File: config.mk
export PLATFORM = sky130hd
export DESIGN_NAME = alu_result_writeback
export DESIGN_NICKNAME = d
export VERILOG_FILES = /design/src/rtl/alu_result_writeback.sv
export SDC_FILE = /design/constraint.sdc
export NUM_CORES = 1
export LEC_CHECK = 0
export CORE_UTILIZATION = 45
export DETAILED_ROUTE_END_ITERATION = 7
export GPL_TIMING_DRIVEN = 0
export HOLD_SLACK_MARGIN = 0.12
export PLACE_DENSITY = 0.77
export SLEW_MARGIN = 15
export SYNTH_ARGS = -nofsm -noshare
export SYNTH_HDL_FRONTEND = slang
export SYNTH_SLANG_ARGS = --single-unit
export TNS_END_PERCENT = 20
File: constraint.sdc
create_clock -name clk -period 9 [get_ports clk]
set_input_delay 1.8 -clock clk [delete_from_list [all_inputs] [get_ports clk]]
set_output_delay 1.8 -clock clk [all_outputs]
set_load 0.1 [all_outputs]
File: src/rtl/alu_result_writeback.sv
// Execute-stage return path: 2-entry skid FIFO draining ALU results to the
// register file write port, with forwarding of not-yet-written results.
module alu_result_writeback #(
   parameter int DATA_W     = 32,
   parameter int REG_ADDR_W = 5
) (
   input  logic                  clk,
   input  logic                  rst_n,
   input  logic                  flush,
   input  logic                  in_valid,
   output logic                  in_ready,
   input  logic [DATA_W-1:0]     in_result,
   input  logic [REG_ADDR_W-1:0] in_rd,
   input  logic                  in_wen,
   output logic                  wb_valid,
   input  logic                  wb_ready,
   output logic [REG_ADDR_W-1:0] wb_addr,
   output logic [DATA_W-1:0]     wb_data,
   input  logic [REG_ADDR_W-1:0] fwd_rs_a,
   input  logic [REG_ADDR_W-1:0] fwd_rs_b,
   output logic                  fwd_hit_a,
   output logic                  fwd_hit_b,
   output logic [DATA_W-1:0]     fwd_data_a,
   output logic [DATA_W-1:0]     fwd_data_b
);

   logic [REG_ADDR_W-1:0] r_rd   [2];
   logic [DATA_W-1:0]     r_data [2];
   logic                  r_head;
   logic                  r_tail;
   logic [1:0]            r_count;

   logic                  w_accept;
   logic                  w_store;
   logic                  w_pop;
   logic                  w_young;
   logic                  w_has_young;
   logic                  w_has_old;
   logic [REG_ADDR_W-1:0] w_rs   [2];
   logic                  w_hit  [2];
   logic [DATA_W-1:0]     w_fdat [2];

   assign in_ready = (r_count != 2'd2);
   assign wb_valid = (r_count != 2'd0);

   assign w_accept = in_valid & in_ready;
   // Beats that write nothing (no wen, or x0) are consumed without storage.
   assign w_store  = w_accept & in_wen & (in_rd != '0);
   assign w_pop    = wb_valid & wb_ready;

   assign wb_addr = wb_valid ? r_rd[r_head]   : '0;
   assign wb_data = wb_valid ? r_data[r_head] : '0;

   assign w_young     = ~r_tail;
   assign w_has_young = (r_count != 2'd0);
   assign w_has_old   = (r_count == 2'd2);

   always_ff @(posedge clk) begin
      if (!rst_n || flush) begin
         r_count <= 2'd0;
         r_head  <= 1'b0;
         r_tail  <= 1'b0;
      end else begin
         if (w_store) begin
            r_tail <= ~r_tail;
         end
         if (w_pop) begin
            r_head <= ~r_head;
         end
         unique case ({w_store, w_pop})
            2'b10:   r_count <= r_count + 2'd1;
            2'b01:   r_count <= r_count - 2'd1;
            default: r_count <= r_count;
         endcase
      end
   end

   // Payload needs no reset: every read of it is qualified by r_count.
   always_ff @(posedge clk) begin
      if (rst_n && !flush && w_store) begin
         r_rd[r_tail]   <= in_rd;
         r_data[r_tail] <= in_result;
      end
   end

   assign w_rs[0] = fwd_rs_a;
   assign w_rs[1] = fwd_rs_b;

   always_comb begin
      for (int l = 0; l < 2; l++) begin
         w_hit[l]  = 1'b0;
         w_fdat[l] = '0;
         if (w_rs[l] != '0) begin
            if (w_has_old && r_rd[r_head] == w_rs[l]) begin
               w_hit[l]  = 1'b1;
               w_fdat[l] = r_data[r_head];
            end
            // Youngest entry overrides the older match.
            if (w_has_young && r_rd[w_young] == w_rs[l]) begin
               w_hit[l]  = 1'b1;
               w_fdat[l] = r_data[w_young];
            end
         end
      end
   end

   assign fwd_hit_a  = w_hit[0];
   assign fwd_hit_b  = w_hit[1];
   assign fwd_data_a = w_fdat[0];
   assign fwd_data_b = w_fdat[1];

endmodule

==> out/metrics.csv, run 1 <==
stage,metric,value,unit
global_routing,overflow,0,
detailed_routing,vias_per_cell,5.635,
timing,fmax,0.1500,GHz
detailed_routing,drt_pass1_iterations,4,
worst_setup_path,critPathBufInv,3,
synth,synth-seq-area-share,43.92,%
detailed_routing,vias,4897,
detailed_routing,final_antenna_net_count,0,
worst_setup_path,worstSetupPathType,in -> out,
timing,grt_setup_unrepaired,no,
pwr,power.leakage,2.390,nW
worst_setup_path,crit_path_end_kind,primary output,
synth,yosys_warnings,0,
floorplanning,die-area,12190,um^2
worst_setup_path,regToRegStartpoint,r_tail$_SDFFE_PP0P_,
global_routing,grt_pass1_wl,24.81,mm
timing,post-route-min-period,6.666,ns
worst_setup_path,crit_arrival,4.87,ns
job,cap_violations,0,
placement,dp_slack,2.349,ns
timing,holdWs,0.5254,ns
placement,gp_congestion,0.8101,
floorplanning,rows,39,
worst_setup_path,cp_top_family,buffers and inverters,
timing,relSlewSlack,33.46,%
clock_network,cts-hold-fix-buffers,0,
worst_setup_path,startpoint,fwd_rs_a[0],
timing,timing.final.crit_share,74.06,%
floorplanning,core_area,11420,um^2
min_path,min_path_type,reg -> reg,
min_path,min_from,r_count[1]$_SDFFE_PP0P_,
floorplanning,die_w,110.4,um
worst_setup_path,crit_chain,"clkdlybuf4s50_1, xnor2_1, nor4_2, nand2_1, clkbuf_1, o21ai_0, a21oi_1, clkdlybuf4s50_1",
worst_setup_path,reg2reg_slack,6.24,ns
pwr,cellPowerDensity,121.3,nW/um^2
clock_network,htree_levels,3,
worst_setup_path,cp_slowest_cell,clkdlybuf4s50_1,
detailed_routing,drtIter0Drc,304,
timing,hold_violations,0,
clock_network,clk_latency,0.34,ns
cells_and_area,final_cell_mix,"clkdlybuf4s50_1, o21ai_0, edfxtp_1",
worst_setup_path,worstPathRequired,7.20,ns
floorplanning,floorplan.initialDensity,46.31,%
worst_setup_path,cpMostUsedCell,clkdlybuf4s50_1,
timing,tns,0,ns
clock_network,clock-sinks,79,
clock_network,cts_resized,0,
cells_and_area,final_nets,775,
synth,syn_inst,543,
clock_network,clock_tree.buffer_depth,2,
synth,ys_ff_latch,79,
cells_and_area,syn_to_final_growth,39.99,%
timing,layout_setup_ws,2.334,ns
global_routing,grtUsageTotal,25.90,%
detailed_routing,routed_wl,15.77,mm
cells_and_area,layout_commonest_cell,clkdlybuf4s50_1,
cells_and_area,antenna_cells,0,
floorplanning,pin_count,158,
clock_network,clockRootBuffer,clkbuf_16,
timing,tightest_slew,0.9951,ns
synth,synth_area_per_cell,9.738,um^2
timing,finalSetupViolations,0,
synth,syn_nets,597,
synth,syn_area,5288,um^2
placement,dpl.hpwl,11.33,mm
synth,netlist-cell-type-count,31,
timing,skew,0.003761,ns
pwr,total_power,0.0008978,W
global_routing,antenna_found_initial,0,
outcome,status,finished clean,
worst_setup_path,slowest_delay,1.17,ns
clock_network,clkTransAtPathRegs,0.06,ns
clock_network,cts-buffers-inserted,9,
cells_and_area,drive_gt1_share,11.98,%
clock_network,cts_tree,built,
pwr,vdd_drop_max,0.1363,mV
global_routing,grt_max_degree,13,
clock_network,post_cts_buffers,0,
worst_setup_path,worstSetupStartpointType,input port,
placement,numPortBuffers,157,
detailed_routing,post-route-drc-count,0,
detailed_routing,wire_per_inst,18.15,um
floorplanning,chipHeight,110.4,um
worst_setup_path,critPathMaxFanout,10,
timing,finalMaxSlewViolations,0,
global_routing,grt_pass1_vias,4986,
[worst paths after layout]
check,endpoint,cells after the start
setup / recovery,fwd_data_a[28],8
hold / removal,r_count[1]$_SDFFE_PP0P_,2
setup reg to reg,r_data[1][18]$_DFFE_PP_,8
hold reg to reg,r_count[1]$_SDFFE_PP0P_,2
[logic make-up after synthesis]
group           share of synthesized area (%)
compound gates                          26.74
xor+xnor                                3.976
fa+ha+maj                              0.2366
buf+inv                                 4.638
flops                                   43.92
mux                                     2.035
simple gates                            18.46
[synthesized netlist by cell type]
master / instances / share of area, %
o2111ai_1: 1 / 0.17
buf_6: 10 / 2.1
o22ai_4: 2 / 0.76
or3_1: 1 / 0.12
o21ai_1: 32 / 3.0
nand2b_1: 2 / 0.24
nor2b_1: 64 / 7.6
a21oi_1: 24 / 2.3
clkbuf_1: 22 / 1.6
mux2i_2: 2 / 0.52
ha_1: 1 / 0.24
dfxtp_1: 5 / 1.9
inv_1: 3 / 0.21
mux2i_1: 8 / 1.5
xor2_1: 9 / 1.5
and2_1: 65 / 7.7
a21oi_2: 41 / 6.8
nor3_1: 4 / 0.38
or4_1: 3 / 0.43
nor2_1: 12 / 0.85
xnor2_1: 15 / 2.5
edfxtp_1: 74 / 42
o21a_1: 32 / 4.5
nor4_2: 2 / 0.47
nand2_1: 2 / 0.14
clkinv_1: 1 / 0.071
buf_4: 4 / 0.57
o21ai_0: 97 / 9.2
buf_2: 1 / 0.095
nand4_1: 2 / 0.24
and2_4: 2 / 0.33
[worst reg2reg max path: stages (launching register included)]
cell and delay, ns:
dfxtp_1 0.32, buf_6 0.15, buf_2 0.26, clkbuf_1 0.41, inv_1 0.15, nor3_2 0.52, buf_4 0.26, buf_4 0.17
buf_4 0.22
[registers in the layout (all words and copies together) (netlist names), named ones only]
register,flops
r_data,64
r_rd,10
r_count,2
r_head,1
r_tail,1
[metrics by stage]
stage | utilization [%] | area, um^2 | std cells
floorplan | - | 5288 | 543
global placement | 61.64 | 7038 | 843
detailed placement | 62.38 | 7123 | 853
CTS | 64.83 | 7402 | 869
global route | 64.83 | 7402 | 869
finish | 64.83 | 7402 | 869
[where the power goes]
part	switching (W)	internal, W
Combinational	0.0000910	0.0000494
Clock	0.000140	0.000209
Sequential	0.00000182	0.000406
Total	0.000233	0.000665
[routing by layer]
layer  vias up  track usage [%]  routed length [um]
met5         -                0                   0
met4         0            11.82                 319
met3        30            5.104                1111
met2       217            45.80                8151
met1      2343            30.12                6188
li1       2307                -                   -
[layout make-up]
cell class              instances  area [um^2]
multi-input cells             423         2730
flip-flops and latches         79         2322
clock inverters                 7        53.80
repair buffers                167         1647
inverters                       4        15.01
fillers                       937         4016
clock buffers                   9        225.2
plain buffers                  37        230.2
well taps                     143        178.9
No activity file was read; power rests on OpenSTA's default activity.
==> inputs of run 2 (changes only) <==
==> constraint.sdc (replaced) <==
create_clock -name clk -period 6.5 [get_ports clk]
set_input_delay 1.3 -clock clk [delete_from_list [all_inputs] [get_ports clk]]
set_output_delay 1.3 -clock clk [all_outputs]
set_load 0.1 [all_outputs]
==> results of run 2 <==
The final DEF is identical to that of run 1. Status: finished clean.
Main changes from that run: setup slack after placement 2.349 ns -> 0.8492 ns; setup slack after layout 2.334 ns -> 0.8344 ns; register-to-register setup slack 6.24 ns -> 3.74 ns; total power 0.0008978 W -> 0.001243 W; worst IR drop on VDD 0.1363 mV -> 0.1888 mV
